[config.mk]
export PLATFORM = sky130hd
export DESIGN_NAME = alu32_arbiter_flat
export DESIGN_NICKNAME = d
export VERILOG_FILES = /design/src/rtl/alu32_arbiter_pkg.sv /design/src/rtl/alu32_arbiter_if.sv /design/src/rtl/alu32_arbiter_rr_pick.sv /design/src/rtl/alu32_arbiter.sv /design/src/flat_wrapper.sv
export SDC_FILE = /design/constraint.sdc
export NUM_CORES = 1
export LEC_CHECK = 0
export BUFFER_PORTS_ARGS = -buffer_cell sky130_fd_sc_hd__buf_2
export CAP_MARGIN = 10
export CORE_AREA = 2 2 175 177
export CTS_BUF_LIST = sky130_fd_sc_hd__clkbuf_2 sky130_fd_sc_hd__clkbuf_4 sky130_fd_sc_hd__clkbuf_8
export DETAILED_ROUTE_END_ITERATION = 10
export DIE_AREA = 0 0 177 179
export PLACE_DENSITY = 0.47
export SKIP_CTS_REPAIR_TIMING = 1
export SLEW_MARGIN = 40
export SYNTH_ARGS = -nofsm -noshare
export SYNTH_HDL_FRONTEND = slang
export SYNTH_SLANG_ARGS = --single-unit
export TNS_END_PERCENT = 10
[constraint.sdc]
create_clock -name clk -period 3.9 [get_ports clk]
set_input_delay 0.585 -clock clk [delete_from_list [all_inputs] [get_ports clk]]
set_output_delay 0.585 -clock clk [all_outputs]
set_load 0.01 [all_outputs]
[src/rtl/alu32_arbiter_pkg.sv]
// Shared opcodes, key rules and FSM state type for the ALU arbiter.
package alu32_arbiter_pkg;

    localparam logic [7:0] OP_ADD = 8'h01;
    localparam logic [7:0] OP_SUB = 8'h02;
    localparam logic [7:0] OP_MUL = 8'h03;

    // The ALU parks key_out at this value while a MUL is in progress.
    localparam logic [7:0] KEY_RESERVED = 8'h00;

    typedef enum logic [1:0] {
        S_IDLE,
        S_WAIT,
        S_CLR,
        S_DONE
    } arbState_t;

    // Next issue key: skips the reserved value on wrap.
    function automatic logic [7:0] advanceKey(input logic [7:0] key);
        return (key == 8'hFF) ? (KEY_RESERVED + 8'd1) : (key + 8'd1);
    endfunction

    function automatic logic isAluOp(input logic [7:0] op);
        return (op == OP_ADD) || (op == OP_SUB) || (op == OP_MUL);
    endfunction

endpackage

[src/rtl/alu32_arbiter_if.sv]
// Requester-side bus: request vector, flattened operands, and result return.
interface alu32_arbiter_if #(
    parameter int unsigned NREQ = 4
) ();
    logic [NREQ-1:0]      req;
    logic [8*NREQ-1:0]    req_op;
    logic [32*NREQ-1:0]   req_a;
    logic [32*NREQ-1:0]   req_b;
    logic [NREQ-1:0]      done;
    logic                 err;
    logic [31:0]          rsp_data;
    logic                 busy;

    modport master (
        output req, req_op, req_a, req_b,
        input  done, err, rsp_data, busy
    );

    modport slave (
        input  req, req_op, req_a, req_b,
        output done, err, rsp_data, busy
    );
endinterface

[src/rtl/alu32_arbiter_rr_pick.sv]
// Combinational round-robin priority encoder: first request after lastPtr.
module alu32_arbiter_rr_pick #(
    parameter int unsigned NREQ = 4,
    localparam int unsigned IW = $clog2(NREQ)
) (
    input  logic [NREQ-1:0] reqVec,
    input  logic [IW-1:0]   lastPtr,
    output logic [IW-1:0]   grantIdx,
    output logic            found
);

    int unsigned idx;

    // Scan lastPtr+1 .. lastPtr+NREQ modulo NREQ, keep the first hit.
    always_comb begin
        grantIdx = '0;
        found    = 1'b0;
        idx      = 0;
        for (int unsigned i = 1; i <= NREQ; i++) begin
            idx = (32'(lastPtr) + i) % NREQ;
            if (!found && reqVec[IW'(idx)]) begin
                found    = 1'b1;
                grantIdx = IW'(idx);
            end
        end
    end

endmodule

[src/rtl/alu32_arbiter.sv]
// Round-robin sequencer sharing one alu32 among NREQ requesters, with watchdog.
module alu32_arbiter
    import alu32_arbiter_pkg::*;
#(
    parameter int unsigned NREQ    = 4,
    parameter int unsigned TIMEOUT = 15
) (
    input  logic               clk,
    input  logic               rst,
    alu32_arbiter_if.slave     bus,
    output logic               alu_en,
    output logic               alu_clr,
    output logic [7:0]         alu_key,
    output logic [7:0]         alu_op,
    output logic [31:0]        alu_a,
    output logic [31:0]        alu_b,
    input  logic [7:0]         alu_key_out,
    input  logic [31:0]        alu_out
);

    localparam int unsigned IW = $clog2(NREQ);

    arbState_t         state, stateNext;
    logic [IW-1:0]     lastPtr, lastPtrNext;
    logic [IW-1:0]     grant, grantNext;
    logic [7:0]        cnt, cntNext;
    logic [7:0]        opNext, keyNext;
    logic [31:0]       aNext, bNext, dataNext;
    logic [NREQ-1:0]   doneNext;
    logic              errNext, clrNext, enNext, busyNext;
    logic [IW-1:0]     pickIdx;
    logic              pickFound;

    alu32_arbiter_rr_pick #(.NREQ(NREQ)) uPick (
        .reqVec   (bus.req),
        .lastPtr  (lastPtr),
        .grantIdx (pickIdx),
        .found    (pickFound)
    );

    // State and registered outputs; the op/operand outputs double as holding registers.
    always_ff @(posedge clk) begin
        if (rst) begin
            state        <= S_IDLE;
            lastPtr      <= IW'(NREQ - 1);
            grant        <= '0;
            cnt          <= '0;
            alu_key      <= '0;
            alu_op       <= '0;
            alu_a        <= '0;
            alu_b        <= '0;
            alu_en       <= 1'b0;
            alu_clr      <= 1'b0;
            bus.done     <= '0;
            bus.err      <= 1'b0;
            bus.rsp_data <= '0;
            bus.busy     <= 1'b0;
        end else begin
            state        <= stateNext;
            lastPtr      <= lastPtrNext;
            grant        <= grantNext;
            cnt          <= cntNext;
            alu_key      <= keyNext;
            alu_op       <= opNext;
            alu_a        <= aNext;
            alu_b        <= bNext;
            alu_en       <= enNext;
            alu_clr      <= clrNext;
            bus.done     <= doneNext;
            bus.err      <= errNext;
            bus.rsp_data <= dataNext;
            bus.busy     <= busyNext;
        end
    end

    // Next-state and next-output decode.
    always_comb begin
        stateNext   = state;
        lastPtrNext = lastPtr;
        grantNext   = grant;
        cntNext     = cnt;
        keyNext     = alu_key;
        opNext      = alu_op;
        aNext       = alu_a;
        bNext       = alu_b;
        doneNext    = '0;
        errNext     = 1'b0;
        dataNext    = '0;
        clrNext     = 1'b0;

        case (state)
            S_IDLE: begin
                if (pickFound) begin
                    lastPtrNext = pickIdx;
                    grantNext   = pickIdx;
                    opNext      = bus.req_op[{pickIdx, 3'b000} +: 8];
                    aNext       = bus.req_a[{pickIdx, 5'b00000} +: 32];
                    bNext       = bus.req_b[{pickIdx, 5'b00000} +: 32];
                    if (isAluOp(opNext)) begin
                        keyNext   = advanceKey(alu_key);
                        cntNext   = 8'd1;
                        stateNext = S_WAIT;
                    end else begin
                        doneNext[pickIdx] = 1'b1;
                        errNext           = 1'b1;
                        stateNext         = S_DONE;
                    end
                end
            end
            S_WAIT: begin
                if (alu_key_out == alu_key) begin
                    doneNext[grant] = 1'b1;
                    dataNext        = alu_out;
                    stateNext       = S_DONE;
                end else if (cnt >= 8'(TIMEOUT)) begin
                    clrNext   = 1'b1;
                    stateNext = S_CLR;
                end else begin
                    cntNext = (cnt == 8'hFF) ? cnt : cnt + 8'd1;
                end
            end
            S_CLR: begin
                doneNext[grant] = 1'b1;
                errNext         = 1'b1;
                stateNext       = S_DONE;
            end
            S_DONE: begin
                stateNext = S_IDLE;
            end
            default: begin
                stateNext = S_IDLE;
            end
        endcase

        enNext   = (stateNext == S_WAIT);
        busyNext = (stateNext != S_IDLE);
    end

endmodule

[src/flat_wrapper.sv]
// flat-port wrapper written by rule: the top's interface ports become plain ports
module alu32_arbiter_flat import alu32_arbiter_pkg::*;
#(
    parameter int unsigned NREQ    = 4,
    parameter int unsigned TIMEOUT = 15
)
  (clk, rst, alu_en, alu_clr, alu_key, alu_op, alu_a, alu_b, alu_key_out, alu_out, bus_req, bus_req_op, bus_req_a, bus_req_b, bus_done, bus_err, bus_rsp_data, bus_busy);
  alu32_arbiter_if #(.NREQ(NREQ)) bus_i ();
  input  logic clk;
  input  logic rst;
  output logic alu_en;
  output logic alu_clr;
  output logic [7:0] alu_key;
  output logic [7:0] alu_op;
  output logic [31:0] alu_a;
  output logic [31:0] alu_b;
  input  logic [7:0] alu_key_out;
  input  logic [31:0] alu_out;
  input wire logic [$bits(bus_i.req)-1:0] bus_req;
  input wire logic [$bits(bus_i.req_op)-1:0] bus_req_op;
  input wire logic [$bits(bus_i.req_a)-1:0] bus_req_a;
  input wire logic [$bits(bus_i.req_b)-1:0] bus_req_b;
  output wire logic [$bits(bus_i.done)-1:0] bus_done;
  output wire logic [$bits(bus_i.err)-1:0] bus_err;
  output wire logic [$bits(bus_i.rsp_data)-1:0] bus_rsp_data;
  output wire logic [$bits(bus_i.busy)-1:0] bus_busy;
  assign bus_i.req = bus_req;
  assign bus_i.req_op = bus_req_op;
  assign bus_i.req_a = bus_req_a;
  assign bus_i.req_b = bus_req_b;
  assign bus_done = bus_i.done;
  assign bus_err = bus_i.err;
  assign bus_rsp_data = bus_i.rsp_data;
  assign bus_busy = bus_i.busy;
  alu32_arbiter #(.NREQ(NREQ), .TIMEOUT(TIMEOUT)) u_core (.clk(clk), .rst(rst), .bus(bus_i), .alu_en(alu_en), .alu_clr(alu_clr), .alu_key(alu_key), .alu_op(alu_op), .alu_a(alu_a), .alu_b(alu_b), .alu_key_out(alu_key_out), .alu_out(alu_out));
endmodule
* Word level (Yosys, flattened, before mapping) *
Index checks and enable logic that the tools add are counted.

cells by class
  bitwise gates (word level) = 2
  add/sub/neg operators = 6
  eq/ne operators = 15
  mux-type cells = 40
  shifts and indexed selects = 3
  reduce and logical (&&, ||, !) cells = 18
  order comparisons = 9

operators by type and width
  kind                                                                                  number
  128-bit by 8-bit variable part select with 32-bit output                              2
  8-bit 2-to-1 mux                                                                      6
  32-bit by 6-bit variable part select with 8-bit output                                1
  2-bit by 3-bit less-than comparator with 1-bit output (second input constant)         6
  8-bit by 1-bit adder with 8-bit output (second input constant)                        2
  8-bit by 2-bit == test with 1-bit output (second input constant)                      2
  8-bit == test (second input constant)                                                 2
  2-bit 2-to-1 mux                                                                      8
  8-bit case mux with 2 select lines                                                    1
  1-bit 2-to-1 mux                                                                      13
  4-bit 2-to-1 mux                                                                      3
  4-bit case mux with 3 select lines                                                    1
  1-bit binary-select mux with 2-bit select                                             4
  8-bit by 1-bit == test with 1-bit output (second input constant)                      1
  8-bit == test                                                                         1
  8-bit by 4-bit greater-or-equal comparator with 1-bit output (second input constant)  1
  2-bit case mux with 4 select lines                                                    1
  2-bit inequality test (second input constant)                                         3
  6-bit AND reduction                                                                   1
  3-bit OR reduction                                                                    2
  1-bit logical AND                                                                     5
  2-bit by 1-bit adder with 2-bit output (second input constant)                        2
  2-bit adder (second input constant)                                                   2
  1-bit demux with 2-bit select                                                         2
  other kinds (12)                                                                      21

storage, ports and cells
  bits in registers = 134
  output and inout bits = 120
  input bits = 334
  word-level logic and storage cells = 107

* Longest topological paths before layout *
  word-level depth = 21
  depth in mapped cells = 11
  mapped depth without buffers = 7

* Hierarchy *
Synthesis repeated with hierarchy kept, for this count alone.

unflattened totals
  cell total of the unflattened synthesis = 653
  area total of the unflattened synthesis = 6542.5 µm²

modules (own cells, without submodules)
  module                 seq. area each (µm²)  area an instance (µm²)  instances  cells each
  alu32_arbiter          2682.6                6451.2                  1          639
  alu32_arbiter_rr_pick  0.0                   91.3                    1          14

* Worst setup path after synthesis *
No wires, ideal clock.

  kind = input to register
  start = input bus_req[0]
  end = register u_core.alu_key[2]
  data arrival time = 2.898 ns
  path slack = 0.931 ns
  data required time = 3.830 ns
  cell stages on the path = 11
  buffers on the path = 4
  cells stage by stage = buf_2 o211ai_1 o2111a_1 buf_6 buf_6 mux2i_1 mux2i_1 or4_1 buf_2 or4_1 a21oi_1

on the way
  cells in the longest elaborated chain, start to end = 17
  elaborated cells on any way between the ends = 29
  those cells by class = 3 x eq/ne; 1 x shift; 16 x mux; 9 x reduce/logical

ends and longest elaborated chain
  item                                                                                                         line                         source
  start: declaration                                                                                           flat_wrapper.sv:19           input wire logic [$bits(bus_i.req)-1:0] bus_req;
  1-bit binary-select mux with 2-bit select                                                                    alu32_arbiter_rr_pick.sv:21  if (!found && reqVec[IW'(idx)]) begin
  1-bit 2-to-1 mux (implied by the code)                                                                       alu32_arbiter_rr_pick.sv:21
  1-bit 2-to-1 mux                                                                                             alu32_arbiter_rr_pick.sv:21
  1-bit logical NOT                                                                                            alu32_arbiter_rr_pick.sv:21
  1-bit logical AND                                                                                            alu32_arbiter_rr_pick.sv:21
  1-bit 2-to-1 mux                                                                                             alu32_arbiter_rr_pick.sv:21
  1-bit logical NOT                                                                                            alu32_arbiter_rr_pick.sv:21
  1-bit logical AND                                                                                            alu32_arbiter_rr_pick.sv:21
  1-bit 2-to-1 mux                                                                                             alu32_arbiter_rr_pick.sv:21
  1-bit logical NOT                                                                                            alu32_arbiter_rr_pick.sv:21
  1-bit logical AND                                                                                            alu32_arbiter_rr_pick.sv:21
  2-bit 2-to-1 mux                                                                                             alu32_arbiter_rr_pick.sv:21
  32-bit by 6-bit variable part select with 8-bit output                                                       alu32_arbiter.sv:96          opNext = bus.req_op[{pickIdx, 3'b000} +: 8];
  8-bit by 1-bit == test with 1-bit output / 8-bit by 2-bit == test with 1-bit output (equally long branches)  alu32_arbiter_pkg.sv:24      return (op == OP_ADD) || (op == OP_SUB) || (op == OP_MUL);
  1-bit logical OR (2 in a row)                                                                                alu32_arbiter_pkg.sv:24
  3-bit AND reduction (no line) *                                                                              --
  end signal: assignment                                                                                       alu32_arbiter.sv:63          alu_key <= keyNext;
  end: declaration                                                                                             alu32_arbiter.sv:13          output logic [7:0] alu_key,

Mark *: on every way between the ends. The rest lies on a longest branch, timed or not. The select of a mux whose other input is x is not followed.
A chain may end at the register's enable or synchronous reset.

* Final worst setup path *
  start = register u_core.lastPtr[1]
  end = register u_core.alu_key[7]

on the way
  cells in the longest elaborated chain, start to end = 18
  elaborated cells on any way between the ends = 33
  those cells by class = 4 x add/sub; 3 x eq/ne; 1 x shift; 16 x mux; 9 x reduce/logical

ends and longest elaborated chain
  item                                                                                                         line                         source
  start: declaration                                                                                           alu32_arbiter.sv:24          logic [IW-1:0] lastPtr, lastPtrNext;
  start signal: assignment                                                                                     alu32_arbiter.sv:45          lastPtr <= IW'(NREQ - 1);
  start signal: assignment                                                                                     alu32_arbiter.sv:60          lastPtr <= lastPtrNext;
  2-bit by 1-bit adder with 2-bit output                                                                       alu32_arbiter_rr_pick.sv:20  idx = (32'(lastPtr) + i) % NREQ;
  1-bit binary-select mux with 2-bit select                                                                    alu32_arbiter_rr_pick.sv:21
  1-bit 2-to-1 mux (implied by the code)                                                                       alu32_arbiter_rr_pick.sv:21
  1-bit 2-to-1 mux                                                                                             alu32_arbiter_rr_pick.sv:21
  1-bit logical NOT                                                                                            alu32_arbiter_rr_pick.sv:21
  1-bit logical AND                                                                                            alu32_arbiter_rr_pick.sv:21
  1-bit 2-to-1 mux                                                                                             alu32_arbiter_rr_pick.sv:21
  1-bit logical NOT                                                                                            alu32_arbiter_rr_pick.sv:21
  1-bit logical AND                                                                                            alu32_arbiter_rr_pick.sv:21
  1-bit 2-to-1 mux                                                                                             alu32_arbiter_rr_pick.sv:21
  1-bit logical NOT                                                                                            alu32_arbiter_rr_pick.sv:21
  1-bit logical AND                                                                                            alu32_arbiter_rr_pick.sv:21
  2-bit 2-to-1 mux                                                                                             alu32_arbiter_rr_pick.sv:21
  32-bit by 6-bit variable part select with 8-bit output                                                       alu32_arbiter.sv:96
  8-bit by 1-bit == test with 1-bit output / 8-bit by 2-bit == test with 1-bit output (equally long branches)  alu32_arbiter_pkg.sv:24
  1-bit logical OR (2 in a row)                                                                                alu32_arbiter_pkg.sv:24
  3-bit AND reduction (no line) *                                                                              --

Marked as above.

==> impl_metrics.toml <==
[sta]
post-route-period-util_pct = 81.6
hold_viol_final = 0
rsz0062_at_grt = "no"
tightest_slew_ns = 0.821
final_max_slew_viol_count = 0
setup_viol = 0
skew_ns = 0.0246
setup_tns_ns = 0
finalCriticalPeriod_ns = 3.18
clock.fmax_ghz = 0.314
relSlewSlack_pct = 45.2

[routing]
drt-initial-drc-count = 581
firstDrtPassIters = 6
avgRoutedWirePerCell_microns = 18.2
wirelength_microns = 28000
drtAntennaViolNets = 0
via_count = 7241
viasPerCell = 4.71
drc = 0

[synthesis]
mappedNetlistArea_sq_um = 6600
synthCells = 705
synth_compound_gate_area_share_pct = 25.1
ys_warn_count = 0
synth_ff_type = "dfxtp_1"
ys_types = 57
yosys.area_share.adder_pct = 0.379
avgSynthCellArea_sq_um = 9.37
synth_mux_area_share_pct = 13.9
synth_edf_count = 0
synth-seq-cells = 134
synth-simple-area-share_pct = 13.9
synth_top_family_by_area = "compound AO/OA/AOI/OAI gates"
syn-num-nets = 1041
synthArstFlopShare_pct = 0
ys_seq_area_share_pct = 40.6
synth_xor_area_share_pct = 1.06

[floorplan]
die_w_microns = 177
die_area_sq_um = 31700
start_util_pct = 22.0
rows = 64
die_height_microns = 179
core_sq_um = 30000
pin_count = 454

[pwr]
power_density_nw_per_um2 = 412
peakVddDrop_mv = 0.194
power.leakage_nw = 4.51

[worst_setup_path]
cp_data_arrival_time_ns = 3.49
r2r-end = "u_core.alu_key[7]"
crit_family = "simple AND/OR/NAND/NOR gates"
reg2reg_depth = 7
cp_max_fo = 12
end_kind = "flop"
worst_r2r_startpoint = "u_core.lastPtr[1]"
critPathMaxStageDelay_ns = 0.75
path_buf_inv = 0
cp.required_ns = 4.21
path_cells = "mux2i_1 -> nor2_1 -> nor3_4 -> mux2i_1 -> or4_1 -> nor2_1 -> a311oi_1"
path_class = "reg2reg"
r2r_setup_slack_ns = 0.72
cp-start-kind = "flop"
crit_path_top_delay_cell = "or4_1"

[place]
port_buffers = 453
dpl.hpwl_microns = 21300
post_dp_cell_area_sq_um = 9230
gp_congestion = 0.799

[cts]
cts_buffer_depth = 2
root_buffer = "clkbuf_8"
cts_max_level = 4
numCtsBuffers = 17
path_clk_slew_ns = 0.11
cts_tree = "built"
cts_sinks = 134
insertion_delay_ns = 0.45

[finish]
nFillCells = 3206
area_growth_pct = 46.4
multi_input_comb_area_sq_um = 3610
seqCellArea_sq_um = 2680
final_common_cell = "buf_2"
most-common-layout-cells = "buf_2, dfxtp_1, nor2_1, a211oi_1, mux2_2"
fin_area_sq_um = 9670
drive_above_1_share_pct = 49.5
nets = 1461

[global_route]
first_global_vias = 6765
grt_overflow = 0
grt_use_total_pct = 16.7
grt_max_degree = 126
grt_pass1_wl_microns = 40200
grt_antenna_before_repair = 9

[min_path]
hold_class = "in2reg"
hold_depth = 2
min_to = "u_core.bus.rsp_data[27]"
hp-start = "alu_out[27]"

[job]
drv_cap = 0

[run_status]
status = "finished clean"
==> cell type report <==
cell class | count | area share (%)
inverters | 9 | 0.349
clock buffers | 17 | 2.42
multi-input cells | 494 | 37.4
flip-flops and latches | 134 | 27.7
clock inverters | 15 | 2.10
repair buffers | 469 | 24.8
well taps | 396 | 5.12
diodes | 2 | 0.0518
==> layer usage <==
metal  vias to the layer above  global-route usage, %  part of all wire [%]
met5                         -                      0                  0.21
met4                        10                   4.17                   1.4
met3                        24                   5.07                   7.5
met2                       303                   28.7                    50
met1                      3363                   20.2                    40
li1                       3541                      -                     -
==> cells by family after synthesis <==
group           Yosys count
compound gates          212
simple gates            187
flops                   134
mux                      85
buf+inv                  77
xor+xnor                  8
fa+ha+maj                 2
==> cells in the mapped netlist (2+ instances only) <==
master	instances	area (sq um)
a211o_1	2	17.5
a211oi_1	55	413
a21oi_1	21	105
a222oi_1	51	510
a22oi_1	14	105
a311oi_1	2	17.5
a31oi_1	2	12.5
a32o_1	3	30.0
and2_1	36	225
and3_1	4	25.0
buf_1	4	15.0
buf_2	11	55.1
buf_6	3	33.8
clkbuf_1	49	184
dfxtp_1	134	2680
ha_1	2	25.0
inv_1	9	33.8
mux2_2	54	608
mux2i_1	31	310
nand2_1	21	78.8
nand2b_1	5	31.3
nand3_1	9	45.0
nand4_1	3	18.8
nor2_1	79	297
nor2b_1	6	37.5
nor3_1	9	45.0
nor3b_1	2	15.0
nor4_1	3	18.8
nor4b_1	2	17.5
o211ai_1	16	120
o21a_1	3	22.5
o21ai_0	21	105
o21bai_1	2	15.0
o22ai_1	2	12.5
o2bb2ai_1	4	35.0
or4_1	3	22.5
xnor2_1	8	70.1
==> how the worst max path moves through the flow <==
stage	start	end	slack (ns)	cells past startpoint
2_1_floorplan	bus_req[0]	u_core.alu_key[2]	0.93	11
3_3_place_gp	bus_req[0]	u_core.alu_key[7]	0.55	8
3_5_place_dp	bus_req[3]	u_core.alu_key[7]	0.48	8
4_1_cts	u_core.lastPtr[1]	u_core.alu_key[7]	0.69	7
5_1_grt	u_core.lastPtr[1]	u_core.alu_key[7]	0.49	7
6_report	u_core.lastPtr[1]	u_core.alu_key[7]	0.72	7
==> where the power goes <==
group | switching (mW) | internal (mW)
combinational | 0.627 | 0.516
clock | 0.678 | 0.609
sequential | 0.0686 | 1.48
total | 1.37 | 2.61
==> flip-flops by register name (all words and copies together), names as in the netlist, 2 cells and up <==
signal	count
u_core.alu_op	8
u_core.state	2
u_core.grant	2
u_core.cnt	8
u_core.lastPtr	2
u_core.bus.done	4
u_core.alu_key	8
u_core.alu_a	32
u_core.alu_b	32
u_core.bus.rsp_data	32
==> worst reg2reg max path: cells and delay by family (launching register included) <==
family,cells,cell delay [ns]
mux,2,0.46
flops,1,0.57
simple gates,4,1.88
compound gates,1,0.15
==> through the flow <==
step	instances	util, %	setup slack (ns)	hold slack [ns]	total power [mW]
floorplan	705	-	0.931	0.427	2.26
global placement	1502	30.7	0.546	0.447	2.73
detailed placement	1502	30.7	0.475	0.447	2.74
CTS	1534	32.2	0.692	0.277	4.06
global route	1536	32.2	0.488	0.276	4.23
finish	1536	32.2	0.718	0.330	3.98
Power figures use the tool's default switching activity.
